$ cat src/rtl/pwm_leds_if.sv
// Peripheral bus bundle between the CPU and the LED controller.
// Latency: read_data/response are combinational from the request.
// Backpressure: none; every access completes in the cycle it is issued.
interface pwm_leds_if;
    logic        read;
    logic        write;
    logic [31:0] address;
    logic [31:0] write_data;
    logic [31:0] read_data;
    logic        response;

    modport master (
        output read, write, address, write_data,
        input  read_data, response
    );

    modport slave (
        input  read, write, address, write_data,
        output read_data, response
    );
endinterface

$ cat src/rtl/pwm_leds.sv
// Memory-mapped LED controller: per-channel enable, PWM brightness, optional blink (LEDS_BLINK_EN).
// Latency: reads combinational, writes land on the edge, leds follow one edge later.
// Backpressure: none; response = read | write every cycle, zero wait states.
module pwm_leds #(
    parameter int NUM_LEDS   = 8,
    parameter int PWM_BITS   = 8,
    parameter int ACTIVE_LOW = 1
) (
    input  logic                clk,
    input  logic                reset,
    pwm_leds_if.slave           bus,
    output logic [NUM_LEDS-1:0] leds
);

    localparam logic [NUM_LEDS-1:0] DARK = (ACTIVE_LOW != 0) ? '1 : '0;

    localparam logic [4:0] IDX_OUT    = 5'd0;
    localparam logic [4:0] IDX_MASK   = 5'd1;
    localparam logic [4:0] IDX_PERIOD = 5'd2;
    localparam logic [4:0] IDX_STATUS = 5'd3;
    localparam int         IDX_DUTY0  = 8;

    logic [4:0]          idx;
    logic [NUM_LEDS-1:0] out_q;
    logic [PWM_BITS-1:0] duty_q [NUM_LEDS];
    logic [PWM_BITS-1:0] pwm_cnt;
    logic [NUM_LEDS-1:0] blink_mask;
    logic [31:0]         blink_period;
    logic                phase;
    logic [NUM_LEDS-1:0] lit;
    logic [31:0]         rd;

    assign idx = bus.address[6:2];

    // Only a handful of address/data bits are decoded; the rest are intentionally dropped.
    logic unused_bits;
    assign unused_bits = &{1'b0, bus.address, bus.write_data};

    // Channel enable and per-channel duty registers.
    always_ff @(posedge clk or posedge reset) begin
        if (reset) begin
            out_q <= '0;
            for (int i = 0; i < NUM_LEDS; i++) begin
                duty_q[i] <= '1;
            end
        end else if (bus.write) begin
            if (idx == IDX_OUT) begin
                out_q <= bus.write_data[NUM_LEDS-1:0];
            end
            for (int i = 0; i < NUM_LEDS; i++) begin
                if (idx == 5'(IDX_DUTY0 + i)) begin
                    duty_q[i] <= bus.write_data[PWM_BITS-1:0];
                end
            end
        end
    end

    // Free-running PWM counter, wraps naturally at all-ones.
    always_ff @(posedge clk or posedge reset) begin
        if (reset) begin
            pwm_cnt <= '0;
        end else begin
            pwm_cnt <= pwm_cnt + 1'b1;
        end
    end

`ifdef LEDS_BLINK_EN
    logic [NUM_LEDS-1:0] blink_mask_q;
    logic [31:0]         blink_period_q;
    logic [31:0]         prescaler;
    logic                phase_q;

    assign blink_mask   = blink_mask_q;
    assign blink_period = blink_period_q;
    assign phase        = phase_q;

    // Blink configuration registers.
    always_ff @(posedge clk or posedge reset) begin
        if (reset) begin
            blink_mask_q   <= '0;
            blink_period_q <= '0;
        end else if (bus.write) begin
            if (idx == IDX_MASK) begin
                blink_mask_q <= bus.write_data[NUM_LEDS-1:0];
            end
            if (idx == IDX_PERIOD) begin
                blink_period_q <= bus.write_data;
            end
        end
    end

    // Half-period prescaler; a period rewrite restarts the lit half immediately.
    always_ff @(posedge clk or posedge reset) begin
        if (reset) begin
            prescaler <= '0;
            phase_q   <= 1'b1;
        end else if (bus.write && (idx == IDX_PERIOD)) begin
            prescaler <= '0;
            phase_q   <= 1'b1;
        end else if (blink_period_q == 32'd0) begin
            prescaler <= '0;
            phase_q   <= 1'b1;
        end else if (prescaler == blink_period_q - 32'd1) begin
            prescaler <= '0;
            phase_q   <= ~phase_q;
        end else begin
            prescaler <= prescaler + 32'd1;
        end
    end
`else
    // Without blink hardware the lit phase is permanent and the blink registers read as zero.
    assign blink_mask   = '0;
    assign blink_period = '0;
    assign phase        = 1'b1;
`endif

    // Per-channel lit decision: enable, PWM window and blink gating.
    always_comb begin
        lit = '0;
        for (int i = 0; i < NUM_LEDS; i++) begin
            lit[i] = out_q[i]
                   & ((duty_q[i] == '1) | (pwm_cnt < duty_q[i]))
                   & (~blink_mask[i] | phase);
        end
    end

    // Registered pin drive with polarity applied.
    always_ff @(posedge clk or posedge reset) begin
        if (reset) begin
            leds <= DARK;
        end else begin
            leds <= lit ^ DARK;
        end
    end

    // Combinational read mux; returns pre-write values when read and write coincide.
    always_comb begin
        rd = '0;
        if (bus.read) begin
            case (idx)
                IDX_OUT:    rd[NUM_LEDS-1:0] = out_q;
                IDX_MASK:   rd[NUM_LEDS-1:0] = blink_mask;
                IDX_PERIOD: rd               = blink_period;
                IDX_STATUS: rd = {16'(NUM_LEDS), 8'(PWM_BITS), 7'd0, phase};
                default: begin
                    for (int i = 0; i < NUM_LEDS; i++) begin
                        if (idx == 5'(IDX_DUTY0 + i)) begin
                            rd[PWM_BITS-1:0] = duty_q[i];
                        end
                    end
                end
            endcase
        end
    end

    assign bus.read_data = rd;
    assign bus.response  = bus.read | bus.write;

endmodule
$ cat src/flat_wrapper.sv
// flat-port wrapper written by rule: the top's interface ports become plain ports
module pwm_leds_flat 
#(
    parameter int NUM_LEDS   = 8,
    parameter int PWM_BITS   = 8,
    parameter int ACTIVE_LOW = 1
)
  (clk, reset, leds, bus_read, bus_write, bus_address, bus_write_data, bus_read_data, bus_response);
  pwm_leds_if bus_i ();
  input  logic clk;
  input  logic reset;
  output logic [NUM_LEDS-1:0] leds;
  input wire logic [$bits(bus_i.read)-1:0] bus_read;
  input wire logic [$bits(bus_i.write)-1:0] bus_write;
  input wire logic [$bits(bus_i.address)-1:0] bus_address;
  input wire logic [$bits(bus_i.write_data)-1:0] bus_write_data;
  output wire logic [$bits(bus_i.read_data)-1:0] bus_read_data;
  output wire logic [$bits(bus_i.response)-1:0] bus_response;
  assign bus_i.read = bus_read;
  assign bus_i.write = bus_write;
  assign bus_i.address = bus_address;
  assign bus_i.write_data = bus_write_data;
  assign bus_read_data = bus_i.read_data;
  assign bus_response = bus_i.response;
  pwm_leds #(.NUM_LEDS(NUM_LEDS), .PWM_BITS(PWM_BITS), .ACTIVE_LOW(ACTIVE_LOW)) u_core (.clk(clk), .reset(reset), .bus(bus_i), .leds(leds));
endmodule
$ cat config.mk
export PLATFORM = sky130hd
export DESIGN_NAME = pwm_leds_flat
export DESIGN_NICKNAME = d
export VERILOG_FILES = /design/src/rtl/pwm_leds_if.sv /design/src/rtl/pwm_leds.sv /design/src/flat_wrapper.sv
export SDC_FILE = /design/constraint.sdc
export NUM_CORES = 1
export LEC_CHECK = 0
export BUFFER_PORTS_ARGS = -buffer_cell sky130_fd_sc_hd__buf_2
export CELL_PAD_IN_SITES_DETAIL_PLACEMENT = 1
export CELL_PAD_IN_SITES_GLOBAL_PLACEMENT = 1
export CORE_MARGIN = 2
export CORE_UTILIZATION = 40
export CTS_CLUSTER_DIAMETER = 40
export CTS_CLUSTER_SIZE = 16
export DETAILED_ROUTE_END_ITERATION = 7
export GPL_TIMING_DRIVEN = 0
export PLACE_DENSITY = 0.78
export SLEW_MARGIN = 20
export SYNTH_ARGS = -nofsm -noshare
export SYNTH_HDL_FRONTEND = slang
export SYNTH_SLANG_ARGS = --single-unit
$ cat constraint.sdc
create_clock -name clk -period 7.3 [get_ports clk]
set_clock_uncertainty 0.1 [all_clocks]
set_input_delay 0.365 -clock clk [delete_from_list [all_inputs] [get_ports clk]]
set_output_delay 0.365 -clock clk [all_outputs]
set_load 0.01 [all_outputs]
After elaboration in Yosys (flattened, before gate mapping)

Index checks and enable logic that the tools add are counted.

Add/subtract/negate cells: 1
Order comparisons: 8
Eq/ne operators: 19
Mux-type cells: 11
Bitwise gates (word level): 18
Reductions and logical operators: 11

Operator list:

| cell                  | count |
|---|---|
| $eq A8 B8 Y1 const B  | 8 |
| $lt A8 B8 Y1          | 8 |
| $mux W8               | 8 |
| $eq A5 B4 Y1 const B  | 8 |
| $pmux W8 S3           | 1 |
| $mux W20              | 1 |
| $reduce_and A2 Y1     | 9 |
| $mux W12              | 1 |
| $eq A5 B2 Y1 const B  | 2 |
| $or A1 B1 Y1          | 9 |
| $add A8 B1 Y8 const B | 1 |
| $and A1 B1 Y1         | 8 |
| $not A8 Y8            | 1 |
| $eq A5 B1 Y1 const B  | 1 |
| $logic_not A5 Y1      | 1 |
| $reduce_or A2 Y1      | 1 |

Flip-flop bits (word level): 88
Input bits: 68
Output and inout port bits: 41

Logic depth before layout (Yosys ltp)

Gate-level depths: netlist of the first run.

Depth in word-level cells: 11
Depth in mapped cells: 9
Mapped depth without buffers: 6

Worst setup path after synthesis of the first run

OpenSTA, ideal clock, no wires.

Path kind: register to output
Start: register u_core.duty_q[39] (netlist name)
End: output port bus_read_data[7]
Arrival time: 1557 ps
Data required time: 6835 ps
Path slack: 5278 ps
Stages on the path, launching flop included: 5
Path through: dfstp_2 inv_1 or4_1 a32o_1 a31oi_1

Cells in the longest elaborated chain, start to end: 7

Ends and longest elaborated chain:

| item                             | line               | RTL |
|---|---|---|
| start: declaration               | pwm_leds.sv:25     | `logic [PWM_BITS-1:0] duty_q [NUM_LEDS];` |
| start signal: indexed assignment | pwm_leds.sv:52     | `duty_q[i] <= bus.write_data[PWM_BITS-1:0];` |
| $mux W8 (5 in series)            | pwm_leds.sv:147    | `if (idx == 5'(IDX_DUTY0 + i)) begin` |
| $pmux W8 S3                      | pwm_leds.sv:140    | `case (idx)` |
| $mux W20                         | pwm_leds.sv:139    | `if (bus.read) begin` |
| end: declaration                 | flat_wrapper.sv:17 | `output wire logic [$bits(bus_i.read_data)-1:0] bus_read_data;` |

Every way passes these cells.

Final worst setup path of the first run

Start: input port bus_address[2]
End: output port bus_read_data[5]

Cells in the longest elaborated chain, start to end: 11
Elaborated cells between the ends (all ways): 23
Classes of those cells: eq/ne: 11; mux: 10; reduce/logical: 2

Ends and longest elaborated chain:

| item                  | line               | RTL |
|---|---|---|
| start: declaration    | flat_wrapper.sv:15 | `input wire logic [$bits(bus_i.address)-1:0] bus_address;` |
| $eq A5 B4 Y1          | pwm_leds.sv:147    |  |
| $mux W8 (8 in series) | pwm_leds.sv:147    |  |
| $pmux W8 S3 (*)       | pwm_leds.sv:140    |  |
| $mux W20 (*)          | pwm_leds.sv:139    |  |

Every way passes the cells marked *; elsewhere a longest branch is shown, timed or not.

==> results.cfg, run 1 <==
[synthesis]
synthFlopType = dfstp_2
postSynthAreaPerCell_um2 = 9.94
yosysMostFrequentCell = dfstp_2
ys_seq_area_share_pct = 38.1
synth_seq_cells = 88
synth_enable_flop_cells = 0
synth_cell_types = 58
ys_warn_count = 0
yosysTopAreaCellShare_pct = 31.4
synth_area_leader_cell = dfstp_2
netlist_area_um2 = 6020
yosys-top-cells-area = dfstp_2 (31%), ha_1 (12%), mux2_2 (7.7%), dfrtp_1 (6.7%), buf_4 (3.7%)
syn_inst = 605
async_flop_share_pct = 100
synthTopCellsByCount = dfstp_2 (72), inv_1 (60), ha_1 (57)

[clock_tree]
cts_resized = 0
cts_setup_buffers = 0
clk_pin_slew_worst_paths_ns = 0.07
cts_tree = built
clock-root-buffer = clkbuf_16
clock-sinks = 88
h-tree-depth = 3
cts_buffers = 9
cts_hold_buf = 1
insertion_delay_ns = 0.36
cts_buffer_depth = 2

[finish]
n_antenna_cell = 0
nNetsFinal = 789
final_util_pct = 46.6
synthToLayoutAreaGrowth_pct = 13.0
drive_above_1_share_pct = 33.3
nFillCells = 1684

[placed_design]
place_congestion = 0.944
io_buffers = 25
dp_slack_ns = 4.72
hpwl_mm = 14.1

[critical_path]
r2r-start = u_core.pwm_cnt[5]$_DFF_PP0_
crit_path_end_kind = output port
slowest_delay_ns = 0.45
cp.arrival_ns = 2.18
cpMostUsedCell = buf_2
crit_chain = buf_2 > buf_4 > clkbuf_1 > nand2_1 > o21ai_0 > a22oi_1 > a221oi_1 > buf_2
rr_worst_depth = 4
path_class = in2out
critPathBufInv = 4
r2r_end = u_core.leds[2]$_DFF_PP1_
cp-startpoint = bus_address[2]
cp_max_fo = 10
slowest_stage = a221oi_1
critPathLaunchType = input port
worstSetupEndpoint = bus_read_data[5]
reg2reg_slack_ns = 5.15
crit_cells = 8
crit_family = buffers and inverters
required_ns = 6.84

[detailed_routing]
firstDrtPassIters = 5
vias = 4958
routedWlPerCell_um = 22.9
avgViaCountPerCell = 5.81
initialDrtViolationCount = 348
finalWirelength_mm = 19.5
drtAntennaViolNets = 0
drc_errors = 0

[die]
die_area_um2 = 16000
coreArea_um2 = 14600
io_pins = 109
core.rowCount = 44
fp.dieH_um = 127
start_util_pct = 41.2
die_w_um = 127

[global_routing]
grt_pass1_wl_mm = 30.2
grt_pass1_vias = 5279
grt_usage_pct = 25.1
antenna_found_initial = 0
grt_max_degree = 57
grt.overflow.total = 0

[sta]
rsz0062_at_grt = false
tightest_slew_ns = 0.795
hold_violations = 0
layout_setup_ws_ns = 4.65
slew_violations = 0
tns_ns = 0
fin_crit_sh_pct = 36.3
min_period_ns = 2.65
fmax_ghz = 0.378
setup_viol_count_final = 0
slew_headroom_pct = 47.0

[pwr]
ir_drop_mv = 0.142
p_leak_nw = 3.03
power_density_nw_per_um2 = 238

[flow_run]
cap_violations = 0

[status]
status = finished clean

[hold_path]
min_path_type = in2reg
## metal layers
| layer | wire (um) | up-vias | track usage [%] |
|---|---|---|---|
| li1 | - | 2263 | - |
| met1 | 8550 | 2511 | 32.4 |
| met2 | 9490 | 144 | 42.2 |
| met3 | 795 | 40 | 4.34 |
| met4 | 677 | 0 | 9.50 |
| met5 | 0 | - | 0 |
## cell families after synthesis
family                     Yosys count  synth area share, %
buffers and inverters              117                 9.73
adders and majority gates           57                 11.9
DFF                                 88                 38.1
AOI/OAI and AO/OA                  161                 17.6
and+or+nand+nor                    123                 11.5
other                                1               0.0623
xor gates and xnor gates             6                0.874
muxes                               52                 10.3
## worst register-to-register path, stage by stage, from the launching register on
cell	delay [ns]
dfrtp_1	0.67
ha_1	0.36
or4b_2	0.67
a21oi_1	0.14
a32oi_1	0.13
## cell usage in the layout, fill, tap and decap left out, types with 3 or more instances in the layout
cell type / synthesis / final
a211oi_1: 5 / 5
a21boi_0: 6 / 6
a21o_1: 7 / 7
a21oi_1: 22 / 22
a221oi_1: 6 / 6
a22oi_1: 10 / 10
a31oi_1: 4 / 4
a32oi_1: 6 / 6
and3_1: 3 / 3
buf_2: 8 / 33
buf_4: 30 / 30
buf_6: 3 / 3
clkbuf_1: 14 / 14
clkbuf_16: 0 / 9
conb_1: 1 / 22
dfrtp_1: 16 / 16
dfstp_2: 72 / 72
ha_1: 57 / 57
inv_1: 60 / 59
mux2_2: 41 / 41
mux2_4: 9 / 9
nand2_1: 46 / 46
nand2b_1: 7 / 7
nand3_1: 9 / 9
nand4_1: 17 / 17
nor2_1: 12 / 12
nor2b_1: 4 / 4
o2111ai_1: 6 / 6
o211ai_1: 8 / 8
o21a_1: 14 / 14
o21ai_0: 30 / 30
o21ai_1: 9 / 9
o21bai_1: 8 / 8
o22ai_1: 15 / 15
or4b_2: 6 / 6
xnor2_1: 4 / 4
## registers in the layout, summed over array words and instances, names as in the netlist
register / count
u_core.leds: 8
u_core.out_q: 8
u_core.pwm_cnt: 8
u_core.duty_q: 64
## metrics by stage
| stage | area (um^2) | instances | hold slack (ns) | power, mW |
|---|---|---|---|---|
| after floorplan | 6090 | 626 | 0.312 | 0.991 |
| after global placement | 6450 | 835 | 0.370 | 1.11 |
| after detailed placement | 6480 | 836 | 0.309 | 1.14 |
| after CTS | 6800 | 853 | 0.282 | 1.63 |
| after global routing | 6800 | 853 | 0.305 | 1.70 |
| final | 6800 | 853 | 0.283 | 1.62 |
## how the worst min path moves through the flow
stage	start	end	cells past startpoint
2_1_floorplan	u_core.out_q[0]$_DFFE_PP0P_	u_core.leds[0]$_DFF_PP1_	1
3_3_place_gp	u_core.out_q[7]$_DFFE_PP0P_	u_core.leds[7]$_DFF_PP1_	1
3_5_place_dp	reset	u_core.out_q[3]$_DFFE_PP0P_	2
4_1_cts	bus_write_data[0]	u_core.duty_q[8]$_DFFE_PP1P_	3
5_1_grt	bus_write_data[0]	u_core.duty_q[8]$_DFFE_PP1P_	3
6_report	bus_write_data[0]	u_core.duty_q[8]$_DFFE_PP1P_	3
## report_power, final
| group | switching (mW) | total [mW] | internal, mW |
|---|---|---|---|
| clock | 0.202 | 0.478 | 0.276 |
| combinational | 0.214 | 0.394 | 0.180 |
| sequential | 0.0973 | 0.745 | 0.647 |
| total | 0.514 | 1.62 | 1.10 |
## cell type report
class                   count  area [um^2]  area share [%]
plain buffers              57          360            5.30
clock buffers              10          239            3.52
clock inverters             6         67.6           0.994
inverters                  60          228            3.35
multi-input cells         421         3220            47.3
flip-flops and latches     88         2290            33.7
well taps                 184          230            3.39
repair buffers             27          163            2.39
Power figures use the tool's default switching activity.
==> inputs of run 2 (changes only) <==
--- a/config.mk
+++ b/config.mk
@@ -14,7 +14,7 @@
 export CTS_CLUSTER_SIZE = 16
 export DETAILED_ROUTE_END_ITERATION = 7
 export GPL_TIMING_DRIVEN = 0
-export PLACE_DENSITY = 0.78
+export PLACE_DENSITY = 0.81
 export SLEW_MARGIN = 20
 export SYNTH_ARGS = -nofsm -noshare
 export SYNTH_HDL_FRONTEND = slang
==> constraint.sdc (replaced) <==
create_clock -name clk -period 2.4 [get_ports clk]
set_clock_uncertainty 0.1 [all_clocks]
set_input_delay 0.12 -clock clk [delete_from_list [all_inputs] [get_ports clk]]
set_output_delay 0.12 -clock clk [all_outputs]
set_load 0.01 [all_outputs]
==> run 2 against run 1 <==
Against the previous run:
- cell count unchanged
- combinational power rose to 3.0 times the previous value
- clock-buffer cell count increased by 3
- non-clock buffer count stayed put
- register-to-register slack got worse by 4.9 ns
- via count fell by 0.20%
- critical path type is now reg2out
==> results.cfg, run 2 (synthesis gave the netlist of run 1 again) <==
[status]
status = finished clean

[sta]
layout_setup_ws_ns = 0.0765
slew_headroom_pct = 43.7
fin_crit_sh_pct = 96.8
fmax_ghz = 0.430
rsz0062_at_grt = false
slew_violations = 0
min_period_ns = 2.32
hold_violations = 0
setup_viol_count_final = 0
tightest_slew_ns = 0.844
tns_ns = 0

[critical_path]
critPathBufInv = 2
cp.arrival_ns = 2.10
reg2reg_slack_ns = 0.24
rr_worst_depth = 4
slowest_stage = dfstp_2
crit_chain = inv_2 > or4_1 > a32o_2 > a31oi_1 > buf_2
cp_max_fo = 3
r2r-start = u_core.pwm_cnt[6]$_DFF_PP0_
required_ns = 2.18
r2r_end = u_core.leds[5]$_DFF_PP1_
slowest_delay_ns = 0.54
crit_path_end_kind = output port
path_class = reg2out
critPathLaunchType = flip-flop
crit_family = flip-flops

[hold_path]
hold_path.startpoint = bus_write_data[0]
min_to = u_core.duty_q[8]$_DFFE_PP1P_
min_path_type = in2reg
holdPathStages = 3

[detailed_routing]
firstDrtPassIters = 4
drtAntennaViolNets = 0
routedWlPerCell_um = 22.5
finalWirelength_mm = 19.2
avgViaCountPerCell = 5.80
initialDrtViolationCount = 295
vias = 4948
drc_errors = 0

[pwr]
p_leak_nw = 3.04
power_density_nw_per_um2 = 726
ir_drop_mv = 0.447

[placed_design]
placed_area_um2 = 6480
place_congestion = 0.975
dp_cells = 836
dp_slack_ns = 0.289
hpwl_mm = 13.9
io_buffers = 25

[global_routing]
grt.overflow.total = 0
grt_max_degree = 55
grt_usage_pct = 24.4
antenna_found_initial = 0
grt_pass1_vias = 5156
grt_pass1_wl_mm = 29.5

[clock_tree]
cts_tree = built
clock-sinks = 88
cts_setup_buffers = 0
insertion_delay_ns = 0.36
clk_pin_slew_worst_paths_ns = 0.06
h-tree-depth = 3
cts_buffer_depth = 2
clock-root-buffer = clkbuf_16
cts_buffers = 9

[finish]
drive_above_1_share_pct = 33.3
final_cell_area_um2 = 6790
mostFrequentLayoutCells = dfstp_2 (72), inv_1 (58), ha_1 (57)
largest_reg_flops = 64
n_antenna_cell = 0
nNetsFinal = 789
synthToLayoutAreaGrowth_pct = 12.9
regMostFlops = u_core.duty_q
layout_commonest_cell = dfstp_2
instances_no_fill = 853

[die]
coreArea_um2 = 14600
fp.dieH_um = 127
die_w_um = 127
io_pins = 109
start_util_pct = 41.2
die_area_um2 = 16000
core.rowCount = 44

[flow_run]
cap_violations = 0
run 2: final cells by class:
| type | count | area, um^2 |
|---|---|---|
| Inverter | 60 | 228 |
| Tap cell | 184 | 230 |
| Buffer | 57 | 360 |
| Fill cell | 1674 | 7800 |
| Clock inverter | 3 | 40.0 |
| Multi-Input combinational cell | 421 | 3220 |
| Sequential cell | 88 | 2290 |
| Clock buffer | 13 | 260 |
| Timing Repair Buffer | 27 | 163 |
run 2: routing by layer:
| metal | part of all wire [%] | global-route usage (%) |
|---|---|---|
| met1 | 44 | 31.5 |
| met4 | 3.4 | 10.3 |
| met5 | 0 | 0 |
| met3 | 4.0 | 3.16 |
| met2 | 49 | 41.5 |
run 2: report_power, final:
part / total, mW / internal (mW) / switching, mW / leakage, nW
Sequential: 2.28 / 1.97 / 0.308 / 0.954
Clock: 1.46 / 0.861 / 0.602 / 0.150
Combinational: 1.19 / 0.547 / 0.643 / 1.93
run 2: worst max-delay path by stage:
| stage | endpoint | start | cells past startpoint | slack (ns) |
|---|---|---|---|---|
| finish | bus_read_data[7] | u_core.duty_q[39]$_DFFE_PP1P_ | 5 | 0.08 |
| global route | bus_read_data[3] | u_core.duty_q[51]$_DFFE_PP1P_ | 5 | 0.01 |
| CTS | bus_read_data[7] | u_core.duty_q[39]$_DFFE_PP1P_ | 5 | 0.004 |
| detailed placement | u_core.leds[7]$_DFF_PP1_ | u_core.pwm_cnt[5]$_DFF_PP0_ | 4 | 0.29 |
| global placement | u_core.pwm_cnt[6]$_DFF_PP0_ | reset | 2 | -1.03 |
| floorplan | u_core.out_q[0]$_DFFE_PP0P_ | reset | 1 | 0.02 |
run 2: per-stage QoR:
step / utilization [%] / total power, mW / hold WS (ns)
after floorplan: - / 3.01 / 0.127
after global placement: 44.2 / 3.36 / 0.370
after detailed placement: 44.4 / 3.46 / 0.0688
after CTS: 46.5 / 4.95 / 0.00498
after global routing: 46.6 / 5.18 / 0.0452
final: 46.6 / 4.93 / 0.0132
run 2: worst reg2reg max path, stage by stage (launching register included):
cell	delay, ns
dfrtp_1	0.68
ha_1	0.38
or4b_2	0.64
a21oi_1	0.15
a32oi_1	0.12
run 2: repair_timing:
action	CTS	global route
endpoints found under the setup margin	0	1
resized for setup	0	2
hold buffers	1	0
endpoints found under the hold margin	8	0
==> inputs of run 3 (changes only) <==
--- a/config.mk
+++ b/config.mk
@@ -8,6 +8,7 @@
 export BUFFER_PORTS_ARGS = -buffer_cell sky130_fd_sc_hd__buf_2
 export CELL_PAD_IN_SITES_DETAIL_PLACEMENT = 1
 export CELL_PAD_IN_SITES_GLOBAL_PLACEMENT = 1
+export CORE_ASPECT_RATIO = 0.6
 export CORE_MARGIN = 2
 export CORE_UTILIZATION = 40
 export CTS_CLUSTER_DIAMETER = 40
==> run 3 against run 2 <==
Against the previous run:
- clock-buffer cell count decreased by 1
- cell count increased by 1.8%
- worst hold slack improved by 0.049 ns
- fmax decreased by 1.1%
- sequential share of layout area about the same
- via count increased by 1.2%
- non-clock buffer count unchanged
- core utilization increased by 0.052 points
- final area increased by 0.13%
- sequential power about the same
- critical path type unchanged
- critical endpoint is now bus_read_data[4]
- largest power group unchanged
==> results.cfg, run 3 (synthesis gave the netlist of run 1 again) <==
[finish]
final_cell_area_um2 = 6800
nNetsFinal = 789
drive_above_1_share_pct = 33.5
instances_no_fill = 868
mostFrequentLayoutCells = dfstp_2 (72), inv_1 (59), ha_1 (57)
layout_commonest_cell = dfstp_2
synthToLayoutAreaGrowth_pct = 13.0
largest_reg_flops = 64
regMostFlops = u_core.duty_q

[sta]
slew_violations = 0
rsz0062_at_grt = false
fin_crit_sh_pct = 97.9
tightest_slew_ns = 0.878
hold_violations = 0
slew_headroom_pct = 41.5
hold_slack_ns = 0.0618
fmax_ghz = 0.426
setup_viol_count_final = 0
min_period_ns = 2.35

[detailed_routing]
firstDrtPassIters = 4
initialDrtViolationCount = 334
vias = 5008
drtAntennaViolNets = 0
routedWlPerCell_um = 23.7
finalWirelength_mm = 20.6
avgViaCountPerCell = 5.77
drc_errors = 0

[critical_path]
critPathLaunchType = flip-flop
path_class = reg2out
required_ns = 2.18
crit_family = compound AO/OA/AOI/OAI gates
slowest_stage = dfstp_2
crit_chain = inv_1 > o21ai_0 > a22oi_1 > a221oi_1 > buf_2
cp_max_fo = 3
cp.arrival_ns = 2.13
critPathBufInv = 2
slowest_delay_ns = 0.56
crit_path_end_kind = output port

[pwr]
ir_drop_mv = 0.302
netSwitchingPower_mw = 1.62
p_clk_share_pct = 28.3
p_leak_nw = 3.03
share_comb_of_total_power_pct = 24.8
intPower_mw = 3.28
seq_power_share_pct = 46.9
power_mw = 4.90
p_sw_share_pct = 33.1
power_density_nw_per_um2 = 720

[clock_tree]
cts_tree = built
clock-sinks = 88
cts_setup_buffers = 0
clk_pin_slew_worst_paths_ns = 0.07
insertion_delay_ns = 0.35
cts_buffers = 9
clock-root-buffer = clkbuf_16
cts_buffer_depth = 2
h-tree-depth = 3

[die]
io_pins = 109
die_area_um2 = 16100
core.rowCount = 34
coreArea_um2 = 14600
fp.dieH_um = 99.0
die_w_um = 162
start_util_pct = 41.2

[global_routing]
grt.overflow.total = 0
antenna_found_initial = 1
grt_max_degree = 51
grt_pass1_wl_mm = 32.0
grt_pass1_vias = 5393
grt_usage_pct = 26.8

[flow_run]
cap_violations = 0

[hold_path]
min_path_type = in2reg

[placed_design]
io_buffers = 25
placed_area_um2 = 6500
dp_cells = 850
hpwl_mm = 15.3
place_congestion = 0.965

[status]
status = finished clean
[run 3: path summary, 6_finish.rpt]
| kind | cells after the start | slack, ns | endpoint | from |
|---|---|---|---|---|
| hold reg to reg | 1 | 0.40 | u_core.leds[7]$_DFF_PP1_ | u_core.out_q[7]$_DFFE_PP0P_ |
| min in group asynchronous | 3 | 0.27 | u_core.pwm_cnt[3]$_DFF_PP0_ | reset |
| setup / recovery | 5 | 0.05 | bus_read_data[4] | u_core.duty_q[44]$_DFFE_PP1P_ |
| hold / removal | 3 | 0.06 | u_core.duty_q[8]$_DFFE_PP1P_ | bus_write_data[0] |
| max in group asynchronous | 4 | 1.25 | u_core.leds[0]$_DFF_PP1_ | reset |
| setup reg to reg | 4 | 0.23 | u_core.leds[7]$_DFF_PP1_ | u_core.pwm_cnt[5]$_DFF_PP0_ |
[run 3: routing by layer]
metal  routed length (um)  global-route usage [%]  up-vias
li1                     -                       -     2258
met1                 9680                    36.9     2572
met2                 9220                    42.3      140
met3                 1250                    6.48       38
met4                  426                    7.22        0
met5                    0                       0        -
[run 3: power by group through the flow]
stage	clock network [mW]	registers, mW	logic (mW)
2_1_floorplan	0	2.17	0.843
3_3_place_gp	0	2.27	1.10
6_report	1.39	2.30	1.22
4_1_cts	1.40	2.29	1.20
3_5_place_dp	0	2.30	1.20
5_1_grt	1.46	2.34	1.36
[run 3: worst min-delay path: cells and delay by family]
family / cells / cell delay, ns
AOI/OAI and AO/OA: 1 / 0.07
and+or+nand+nor: 1 / 0.10
buffers and inverters: 1 / 0.21
[run 3: through the flow]
stage          utilization [%]  TNS [ns]  worst slack, ns
3_3_place_gp              44.3    -32.20            -1.06
6_report                  46.6         0           0.0514
4_1_cts                   46.6         0           0.0768
3_5_place_dp              44.5         0            0.273
5_1_grt                   46.6         0          0.00442
2_1_floorplan                -         0           0.0206
[run 3: what timing repair did]
action	CTS	global route
gates resized for setup	0	2
hold buffers	1	0
setup endpoints to repair	0	1
endpoints found under the hold margin	10	0
[run 3: cell type report]
class                      instances  area [um^2]
antenna                            1         2.50
buffer                            57          360
clock inverter                     4         28.8
sequential                        88         2290
inverter                          60          228
tap                              198          248
timing repair buffer              27          163
clock buffer                      12          256
fill                            1666         7790
multi-input combinational        421         3220
